`config.mk`:
```
export PLATFORM = sky130hd
export DESIGN_NAME = sync_fifo_param_flat
export DESIGN_NICKNAME = d
export VERILOG_FILES = /design/src/rtl/fifo_pkg.sv /design/src/rtl/sync_fifo_param_if.sv /design/src/rtl/fifo_ram.sv /design/src/rtl/sync_fifo_param.sv /design/src/flat_wrapper.sv
export SDC_FILE = /design/constraint.sdc
export NUM_CORES = 1
export LEC_CHECK = 0
export BUFFER_PORTS_ARGS = -buffer_cell sky130_fd_sc_hd__buf_4
export CORE_UTILIZATION = 35
export DETAILED_ROUTE_END_ITERATION = 8
export GPL_ROUTABILITY_DRIVEN = 0
export PLACE_DENSITY = 0.51
export SLEW_MARGIN = 10
export SYNTH_ARGS = -nofsm -noshare
export SYNTH_HDL_FRONTEND = slang
export SYNTH_HIERARCHICAL = 1
export SYNTH_SLANG_ARGS = --single-unit
```
`constraint.sdc`:
```
create_clock -name clk -period 6.4 [get_ports clk]
set_clock_uncertainty 0.15 [all_clocks]
set_input_delay 0.96 -clock clk [delete_from_list [all_inputs] [get_ports clk]]
set_output_delay 0.96 -clock clk [all_outputs]
set_load 0.02 [all_outputs]
```
`src/rtl/fifo_pkg.sv`:
```
// ---------------------------------------------------------------------------
// fifo_pkg
//   Shared constants and helpers for sync_fifo_param and its sub-modules.
//   Contents:
//     DEF_DATA_W  default data word width
//     DEF_ADDR_W  default pointer width (DEPTH = 2**ADDR_W)
//     cnt_w()     width of the occupancy count (must hold 0..DEPTH)
// ---------------------------------------------------------------------------
package fifo_pkg;

  localparam int DEF_DATA_W = 8;
  localparam int DEF_ADDR_W = 2;

  // The count has to represent DEPTH itself, so it needs one bit more than
  // the pointers.
  function automatic int cnt_w(input int addr_w);
    return addr_w + 1;
  endfunction

endpackage

```
`src/rtl/sync_fifo_param_if.sv`:
```
// ---------------------------------------------------------------------------
// sync_fifo_param_if
//   Bundle of FIFO handshake, data and status signals.
//   Modports:
//     master  producer/consumer side: drives push, push_data, pop;
//             observes pop_data, flags, count (and error flags when built in)
//     slave   FIFO side: the mirror image of master
//   Handshake: a push is taken at the rising clock edge when push is high and
//   the FIFO is not full, or is full but pops in the same cycle. A pop is
//   taken at the rising clock edge when pop is high and the FIFO is not
//   empty. There is no back-pressure signal; the producer watches full and
//   the consumer watches empty. pop_data always shows the current head.
//   Build option: SYNC_FIFO_ERR_EN adds the sticky overflow/underflow flags.
// ---------------------------------------------------------------------------
interface sync_fifo_param_if
  import fifo_pkg::*;
#(
  parameter int DATA_W = DEF_DATA_W,
  parameter int ADDR_W = DEF_ADDR_W
);

  localparam int CNT_W = cnt_w(ADDR_W);

  logic              push;
  logic [DATA_W-1:0] push_data;
  logic              pop;
  logic [DATA_W-1:0] pop_data;
  logic              full;
  logic              empty;
  logic              almost_full;
  logic              almost_empty;
  logic [CNT_W-1:0]  count;
`ifdef SYNC_FIFO_ERR_EN
  logic              overflow;
  logic              underflow;
`endif

`ifdef SYNC_FIFO_ERR_EN
  modport master (
    output push, push_data, pop,
    input  pop_data, full, empty, almost_full, almost_empty, count,
           overflow, underflow
  );
  modport slave (
    input  push, push_data, pop,
    output pop_data, full, empty, almost_full, almost_empty, count,
           overflow, underflow
  );
`else
  modport master (
    output push, push_data, pop,
    input  pop_data, full, empty, almost_full, almost_empty, count
  );
  modport slave (
    input  push, push_data, pop,
    output pop_data, full, empty, almost_full, almost_empty, count
  );
`endif

endinterface

```
`src/rtl/fifo_ram.sv`:
```
// ---------------------------------------------------------------------------
// fifo_ram
//   DEPTH x DATA_W storage array: synchronous write, asynchronous read.
//   Ports:
//     clk      rising-edge clock
//     wr_i     write enable
//     waddr_i  write address
//     wdata_i  write data
//     raddr_i  read address
//     rdata_o  read data, combinational from mem[raddr_i]
//   Contents are not reset.
// ---------------------------------------------------------------------------
module fifo_ram
  import fifo_pkg::*;
#(
  parameter int DATA_W = DEF_DATA_W,
  parameter int ADDR_W = DEF_ADDR_W
) (
  input  logic              clk,
  input  logic              wr_i,
  input  logic [ADDR_W-1:0] waddr_i,
  input  logic [DATA_W-1:0] wdata_i,
  input  logic [ADDR_W-1:0] raddr_i,
  output logic [DATA_W-1:0] rdata_o
);

  localparam int DEPTH = 1 << ADDR_W;

  logic [DATA_W-1:0] mem_q [DEPTH];

  always_ff @(posedge clk) begin
    if (wr_i) begin
      mem_q[waddr_i] <= wdata_i;
    end
  end

  // Show-ahead read: in the full push+pop case the old head is read here
  // during the cycle, and the same slot is overwritten at the edge.
  assign rdata_o = mem_q[raddr_i];

endmodule

```
`src/rtl/sync_fifo_param.sv`:
```
// ---------------------------------------------------------------------------
// sync_fifo_param
//   Parametrised single-clock FIFO with occupancy count, programmable
//   almost-full / almost-empty flags and full-state push+pop pass-through.
//   Parameters:
//     DATA_W     data word width
//     ADDR_W     pointer width, DEPTH = 2**ADDR_W (ADDR_W >= 1)
//     AF_THRESH  almost_full when count >= AF_THRESH (1..DEPTH)
//     AE_THRESH  almost_empty when count <= AE_THRESH (0..DEPTH-1)
//   Ports:
//     clk      rising-edge clock
//     rst_n    asynchronous active-low reset
//     fifo_if  slave modport of sync_fifo_param_if (push/pop, data, flags,
//              count; overflow/underflow when SYNC_FIFO_ERR_EN is defined)
//   Build option: define SYNC_FIFO_ERR_EN for sticky overflow/underflow flags.
// ---------------------------------------------------------------------------
module sync_fifo_param
  import fifo_pkg::*;
#(
  parameter int DATA_W    = DEF_DATA_W,
  parameter int ADDR_W    = DEF_ADDR_W,
  parameter int AF_THRESH = 3,
  parameter int AE_THRESH = 1
) (
  input logic               clk,
  input logic               rst_n,
  sync_fifo_param_if.slave  fifo_if
);

  localparam int DEPTH = 1 << ADDR_W;
  localparam int CNT_W = cnt_w(ADDR_W);

  logic [ADDR_W-1:0] wptr_q;
  logic [ADDR_W-1:0] rptr_q;
  logic [CNT_W-1:0]  count_q;
  logic [CNT_W-1:0]  count_d;
  logic              full_q;
  logic              empty_q;
  logic              af_q;
  logic              ae_q;
  logic              push_ok;
  logic              pop_ok;

  // Acceptance uses the registered flags only. A push into a full FIFO is
  // allowed when a pop frees the head slot in the same cycle.
  assign push_ok = fifo_if.push & (~full_q | fifo_if.pop);
  assign pop_ok  = fifo_if.pop & ~empty_q;

  always_comb begin
    count_d = count_q;
    case ({push_ok, pop_ok})
      2'b10:   count_d = count_q + CNT_W'(1);
      2'b01:   count_d = count_q - CNT_W'(1);
      default: count_d = count_q;
    endcase
  end

  // Pointers wrap naturally at DEPTH; full/empty come from the count, so no
  // extra wrap bit is needed.
  always_ff @(posedge clk or negedge rst_n) begin
    if (!rst_n) begin
      wptr_q  <= '0;
      rptr_q  <= '0;
      count_q <= '0;
      full_q  <= 1'b0;
      empty_q <= 1'b1;
      af_q    <= 1'b0;
      ae_q    <= 1'b1;
    end else begin
      if (push_ok) wptr_q <= wptr_q + ADDR_W'(1);
      if (pop_ok)  rptr_q <= rptr_q + ADDR_W'(1);
      count_q <= count_d;
      full_q  <= (count_d == CNT_W'(DEPTH));
      empty_q <= (count_d == '0);
      af_q    <= (count_d >= CNT_W'(AF_THRESH));
      ae_q    <= (count_d <= CNT_W'(AE_THRESH));
    end
  end

  fifo_ram #(
    .DATA_W (DATA_W),
    .ADDR_W (ADDR_W)
  ) u_ram (
    .clk     (clk),
    .wr_i    (push_ok),
    .waddr_i (wptr_q),
    .wdata_i (fifo_if.push_data),
    .raddr_i (rptr_q),
    .rdata_o (fifo_if.pop_data)
  );

  assign fifo_if.count        = count_q;
  assign fifo_if.full         = full_q;
  assign fifo_if.empty        = empty_q;
  assign fifo_if.almost_full  = af_q;
  assign fifo_if.almost_empty = ae_q;

`ifdef SYNC_FIFO_ERR_EN
  logic ovf_q;
  logic unf_q;

  // Sticky until reset: record any push refused for lack of space and any
  // pop attempted with nothing stored.
  always_ff @(posedge clk or negedge rst_n) begin
    if (!rst_n) begin
      ovf_q <= 1'b0;
      unf_q <= 1'b0;
    end else begin
      if (fifo_if.push & full_q & ~fifo_if.pop) ovf_q <= 1'b1;
      if (fifo_if.pop & empty_q)                unf_q <= 1'b1;
    end
  end

  assign fifo_if.overflow  = ovf_q;
  assign fifo_if.underflow = unf_q;
`endif

endmodule

```
`src/flat_wrapper.sv`:
```
// flat-port wrapper written by rule: the top's interface ports become plain ports
module sync_fifo_param_flat import fifo_pkg::*;
#(
  parameter int DATA_W    = DEF_DATA_W,
  parameter int ADDR_W    = DEF_ADDR_W,
  parameter int AF_THRESH = 3,
  parameter int AE_THRESH = 1
)
  (clk, rst_n, fifo_if_push, fifo_if_push_data, fifo_if_pop, fifo_if_pop_data, fifo_if_full, fifo_if_empty, fifo_if_almost_full, fifo_if_almost_empty, fifo_if_count);
  sync_fifo_param_if #(.DATA_W(DATA_W), .ADDR_W(ADDR_W)) fifo_if_i ();
  input logic clk;
  input logic rst_n;
  input wire logic [$bits(fifo_if_i.push)-1:0] fifo_if_push;
  input wire logic [$bits(fifo_if_i.push_data)-1:0] fifo_if_push_data;
  input wire logic [$bits(fifo_if_i.pop)-1:0] fifo_if_pop;
  output wire logic [$bits(fifo_if_i.pop_data)-1:0] fifo_if_pop_data;
  output wire logic [$bits(fifo_if_i.full)-1:0] fifo_if_full;
  output wire logic [$bits(fifo_if_i.empty)-1:0] fifo_if_empty;
  output wire logic [$bits(fifo_if_i.almost_full)-1:0] fifo_if_almost_full;
  output wire logic [$bits(fifo_if_i.almost_empty)-1:0] fifo_if_almost_empty;
  output wire logic [$bits(fifo_if_i.count)-1:0] fifo_if_count;
  assign fifo_if_i.push = fifo_if_push;
  assign fifo_if_i.push_data = fifo_if_push_data;
  assign fifo_if_i.pop = fifo_if_pop;
  assign fifo_if_pop_data = fifo_if_i.pop_data;
  assign fifo_if_full = fifo_if_i.full;
  assign fifo_if_empty = fifo_if_i.empty;
  assign fifo_if_almost_full = fifo_if_i.almost_full;
  assign fifo_if_almost_empty = fifo_if_i.almost_empty;
  assign fifo_if_count = fifo_if_i.count;
  sync_fifo_param #(.DATA_W(DATA_W), .ADDR_W(ADDR_W), .AF_THRESH(AF_THRESH), .AE_THRESH(AE_THRESH)) u_core (.clk(clk), .rst_n(rst_n), .fifo_if(fifo_if_i));
endmodule
```
==> results.yml, run 1 <==
run_status:
  status: "complete, but fails checks"
  violations: "design-rule violations"
sta:
  fmax_ghz: 0.3424
  finalSetupTns_ns: 0
  final.period_utilization_pct: 45.63
  relSlewSlack_pct: 45.67
  finalCriticalPeriod_ns: 2.921
  max_slew.worst_pin.slew_ns: 0.8115
  finalSetupViolCount: 0
  maxSlewViolCount: 0
  finalHoldViolCount: 0
  rsz0062_at_grt: "no"
detailed_routing:
  vias: 810
  drc: 2
  firstDrtPassIters: 6
  routed_wl_mm: 2.786
  ant_nets: 0
  vias_per_cell: 4.850
  wl_per_cell_um: 16.68
  drtIter0Drc: 49
cells_and_area:
  final_nets: 128
  final_common_cell: "edfxtp_1"
  final_cell_mix: "edfxtp_1 (32), buf_4 (26), dfrtp_1 (9)"
  nFillCells: 391
  diodes: 0
  syn_to_final_growth_pct: 22.04
  drive_gt1_share_pct: 40.00
  final_area_um2: 2051
synthesis:
  netlist_area_um2: 1680
  syn_inst: 84
  syn_avg_cell_area_um2: 20.00
  ys_ff_latch: 43
  ys_types: 26
  synth_sequential_area_ratio_pct: 73.72
  synth_nets: 98
  async_flop_share_pct: 25.58
  ys.flop_type: "edfxtp_1"
  synth_warnings: 6
  synth-edff-count: 32
power:
  p_leak_nw: 0.7639
  vdd_drop_max_mv: 0.1880
  power.density_nw_per_um2: 509.2
  power.share.clock_pct: 23.3
  comb_power_share_pct: 34.0
  p_sw_mw: 0.3271
  netSwitchingFraction_pct: 31.32
  internal_power_mw: 0.7172
  seq_power_share_pct: 42.7
setup_path:
  reg2reg_to: "u_core/fifo_if.almost_full"
  rr_startpoint: "u_core/fifo_if.full"
  critical_path_class: "reg -> out"
  arrival_ns: 1.81
  required_ns: 5.29
  end_kind: "primary output"
  r2r_cells: 6
  crit_path_start_kind: "register"
  r2r_slack_ns: 4.04
  crit_fanout: 10
  startpoint: "u_core/rptr_q[0]"
die:
  die_width_um: 71.29
  dieArea_um2: 5082
  ios: 27
  rows: 24
  initial_core_util_pct: 37.56
  die_h_um: 71.29
  core_um2: 4474
clocking:
  cts_resized: 0
  cts_tree: "yes"
  cts_sinks: 43
  cts_setup_buffers: 0
  clockRootBuffer: "clkbuf_8"
  clk_latency_ns: 0.29
  htreeDepth: 2
  clock_path_buffers: 2
  clk_pin_slew_worst_paths_ns: 0.08
  ctsHoldBuffers: 0
  numCtsBuffers: 5
run:
  cap_violations: 0
min_path:
  min_path_type: "in -> async"
placed_design:
  place.port_buffers: 26
  postPlaceCellArea_um2: 1918
  dp_hpwl_mm: 1.827
global_routing:
  grt_overflow: 0
  antenna_found_initial: 0
  grt_pass1_wl_mm: 4.478
  grt_start_max_net_pins: 14
  grt.total_usage_pct: 12.68
  grt_pass1_vias: 880
flip-flops by register name, indices dropped and copies added, names as in the netlist:
signal,flops
u_core/u_ram/mem_q,32
u_core/wptr_q,2
u_core/rptr_q,2
u_core/fifo_if.almost_full,1
u_core/fifo_if.almost_empty,1
u_core/fifo_if.empty,1
u_core/fifo_if.count,3
u_core/fifo_if.full,1
metal layers:
metal	track usage, %	vias up	routed length (um)
met5	0	-	0
met4	4.667	0	17
li1	-	386	-
met3	5.063	2	138
met1	16.19	396	1211
met2	19.68	26	1419
power by group through the flow:
stage          sequential (mW)  clock (mW)  combinational, mW
2_1_floorplan            0.441           0              0.247
3_3_place_gp             0.450           0              0.356
3_5_place_dp             0.454           0              0.358
4_1_cts                  0.448       0.252              0.360
5_1_grt                  0.459       0.263              0.383
6_report                 0.446       0.243              0.355
logic make-up (layout without fill, tap and decap cells):
group,Yosys count,after routing,share of synthesized area [%]
AOI/OAI and AO/OA,6,6,2.606
xor gates and xnor gates,7,7,3.649
adders and majority gates,2,2,1.936
buffers and inverters,5,36,2.085
DFF,43,43,73.72
muxes,9,9,11.62
and+or+nand+nor,12,12,4.393
cell type report:
| type | count | area, um^2 | share of cell area, % |
|---|---|---|---|
| clock buffer | 6 | 72.57 | 3.539 |
| clock inverter | 2 | 60.06 | 2.929 |
| inverter | 2 | 7.507 | 0.3661 |
| multi-input combinational | 36 | 411.6 | 20.07 |
| sequential | 43 | 1239 | 60.40 |
| tap | 52 | 65.06 | 3.173 |
| timing repair buffer | 26 | 195.2 | 9.518 |
worst max-delay path by stage:
| stage | to | slack [ns] |
|---|---|---|
| global placement | u_core/fifo_if.almost_full | 3.43 |
| finish | fifo_if_pop_data[4] | 3.48 |
| detailed placement | u_core/fifo_if.almost_full | 3.39 |
| CTS | fifo_if_pop_data[4] | 3.43 |
| floorplan | u_core/fifo_if.almost_full | 3.63 |
| global route | fifo_if_pop_data[2] | 3.37 |
worst max-delay path, stage by stage (launching register included):
cell,delay (ns)
dfrtp_1,0.75
mux4_2,0.60
buf_4,0.17
synthesized netlist by cell type (all sizes together) (2+ instances only):
cell type	instances	share of area (%)
nor3b	2	0.89
nor3	3	0.89
inv	2	0.45
mux4	8	11
dfstp	2	3.1
and3b	2	1.0
edfxtp	32	57
buf	2	1.3
xnor2	6	3.1
dfrtp	9	13
per-stage QoR:
step / instances / util (%) / setup WS [ns] / hold WS (ns) / power [mW]
6_report: 167 / 45.83 / 3.479 / 0.3395 / 1.044
5_1_grt: 167 / 45.83 / 3.367 / 0.3276 / 1.105
4_1_cts: 167 / 45.83 / 3.434 / 0.3313 / 1.060
2_1_floorplan: 84 / - / 3.631 / 0.2941 / 0.6880
3_5_place_dp: 159 / 42.87 / 3.388 / 0.3829 / 0.8122
3_3_place_gp: 159 / 42.87 / 3.435 / 0.3721 / 0.8056
Power figures use the tool's default switching activity.
==> run 2, diff against run 1 <==
Settings changed: ABC_AREA set to 1, PLACE_DENSITY 0.51 to 0.5.
Clock period 6.4 ns to 2.9 ns, I/O delays scaled along.
==> results.yml, run 2 <==
run_status:
  status: "completed"
detailed_routing:
  wl_per_cell_um: 12.93
  routed_wl_mm: 3.712
  firstDrtPassIters: 4
  drtIter0Drc: 35
  drc: 0
  vias_per_cell: 4.275
  ant_nets: 0
  vias: 1227
sta:
  finalHoldViolCount: 0
  fmax_ghz: 0.4571
  finalSetupViolCount: 0
  relSlewSlack_pct: 67.27
  finalCriticalPeriod_ns: 2.188
  finalSetupTns_ns: 0
  whs_ns: 0.1867
  max_slew.worst_pin.slew_ns: 0.4910
  maxSlewViolCount: 0
  rsz0062_at_grt: "no"
  final.period_utilization_pct: 75.44
run:
  cap_violations: 0
die:
  ios: 27
  die_h_um: 75.40
  die_width_um: 75.40
  initial_core_util_pct: 36.68
  core_um2: 5140
  dieArea_um2: 5685
  rows: 26
min_path:
  min_path_cells: 1
  min_from: "fifo_if_push_data[4]"
  min_path_type: "in -> reg"
  hold_end: "u_core/u_ram/mem_q[2][4]"
setup_path:
  crit_path_start_kind: "register"
  required_ns: 2.32
  worstPathCellList: "inv_1 -> nand3_1 -> nand2_1 -> buf_4"
  cp_slowest_cell: "dfrtp_1"
  cpPeakStageDelay_ns: 0.62
  crit_fanout: 10
  critical_path_class: "reg -> out"
  r2r_cells: 8
  r2r_slack_ns: 0.85
  rr_startpoint: "u_core/fifo_if.empty"
  reg2reg_to: "u_core/fifo_if.full"
  worst-path-stages: 4
  end_kind: "primary output"
  crit_buf_inv: 2
  arrival_ns: 1.60
  startpoint: "u_core/rptr_q[1]"
  crit_family: "flip-flops"
cells_and_area:
  final_common_cell: "nand2_1"
  reg_top3: "u_core/u_ram/mem_q (32), u_core/fifo_if.count (3)"
  syn_to_final_growth_pct: 20.17
  diodes: 0
  max_flop_register: "u_core/u_ram/mem_q"
  drive_gt1_share_pct: 21.20
  largest_reg_flops: 32
  post-route-util_pct: 44.08
  final_cell_mix: "nand2_1 (50), inv_1 (45), edfxtp_1 (32)"
  final_nets: 230
global_routing:
  grt_start_max_net_pins: 17
  grt_pass1_vias: 1245
  grt_pass1_wl_mm: 5.761
  grt_overflow: 0
  antenna_found_initial: 0
  grt.total_usage_pct: 14.89
synthesis:
  synth_nets: 195
  yosysTopAreaCell: "edfxtp_1"
  synth-edff-count: 32
  synth_sequential_area_ratio_pct: 65.69
  async_flop_share_pct: 25.58
  ys_top_cells_by_count: "nand2_1 (50), inv_1 (45), edfxtp_1 (32)"
  ys.flop_type: "edfxtp_1"
  syn_inst: 181
  synth.most_common_cell: "nand2_1"
  netlist_area_um2: 1886
  synth_warnings: 6
  synth_area_leaders: "edfxtp_1 (51%), dfrtp_1 (12%), nand2_1 (10%), inv_1 (9.0%), nand3_1 (4.8%)"
  ys_types: 23
  ys_ff_latch: 43
  syn_avg_cell_area_um2: 10.42
  synth_top_area_share_pct: 50.96
clocking:
  clk_pin_slew_worst_paths_ns: 0.08
  clock_path_buffers: 2
  clockRootBuffer: "clkbuf_8"
  numCtsBuffers: 5
  clk_latency_ns: 0.29
  cts_tree: "yes"
  cts_setup_buffers: 0
  cts_sinks: 43
  htreeDepth: 2
power:
  vdd_drop_max_mv: 0.5229
  power.density_nw_per_um2: 1030
  p_leak_nw: 1.082
placed_design:
  dp_hpwl_mm: 2.528
  place.port_buffers: 26
[run 2: cell types whose count changed after synthesis, sizes merged, moves of 4 or more]
cell   delta
inv      +44
mux4      -8
nand2    +50
nand3    +18
xnor2     -4
[run 2: through the flow]
stage | area (um^2) | worst slack, ns | total power, mW | cells
finish | 2266 | 0.7124 | 2.335 | 287
detailed placement | 2171 | 0.7124 | 1.989 | 278
CTS | 2266 | 0.7069 | 2.367 | 287
floorplan | 1886 | 0.9203 | 1.621 | 181
global route | 2266 | 0.6213 | 2.514 | 287
global placement | 2171 | 0.7985 | 1.959 | 278
[run 2: layout make-up]
type	instances	area (um^2)
fill	526	2874
sequential	43	1239
clock buffer	6	72.57
timing repair buffer	32	242.7
multi-input combinational	88	436.7
inverter	46	175.2
tap	70	87.58
clock inverter	2	12.51
[run 2: logic make-up after synthesis]
logic type / Yosys count / share of synthesized area, %
buffers and inverters: 50 / 11.15
xor gates and xnor gates: 5 / 2.323
adders and majority gates: 2 / 1.725
AOI/OAI and AO/OA: 3 / 1.194
DFF: 43 / 65.69
and+or+nand+nor: 78 / 17.92
[run 2: worst max-delay path by stage]
stage                     slack (ns)                   to
final                           0.71  fifo_if_pop_data[4]
after global routing            0.62  fifo_if_pop_data[0]
after CTS                       0.71  fifo_if_pop_data[4]
after detailed placement        0.71  u_core/fifo_if.full
after global placement          0.80  u_core/fifo_if.full
after floorplan                 0.92  u_core/fifo_if.full
[run 2: where the power goes]
group,switching (mW),leakage (nW),internal [mW]
combinational,0.611,0.619,0.388
clock,0.200,0.0412,0.168
sequential,0.131,0.423,0.837
[run 2: repair_timing]
action                                 in CTS  in global routing
gates resized for setup                     0                  0
endpoints found under the hold margin       9                  0
hold buffers                                1                  0
setup endpoints to repair                   0                  0
[run 2: per-layer routing]
layer | vias up | wire, um | track usage, %
li1 | 630 | - | -
met1 | 560 | 1597 | 16.35
met2 | 30 | 1851 | 26.29
met3 | 7 | 185 | 4.762
met4 | 0 | 77 | 6.790
met5 | - | 0 | 0
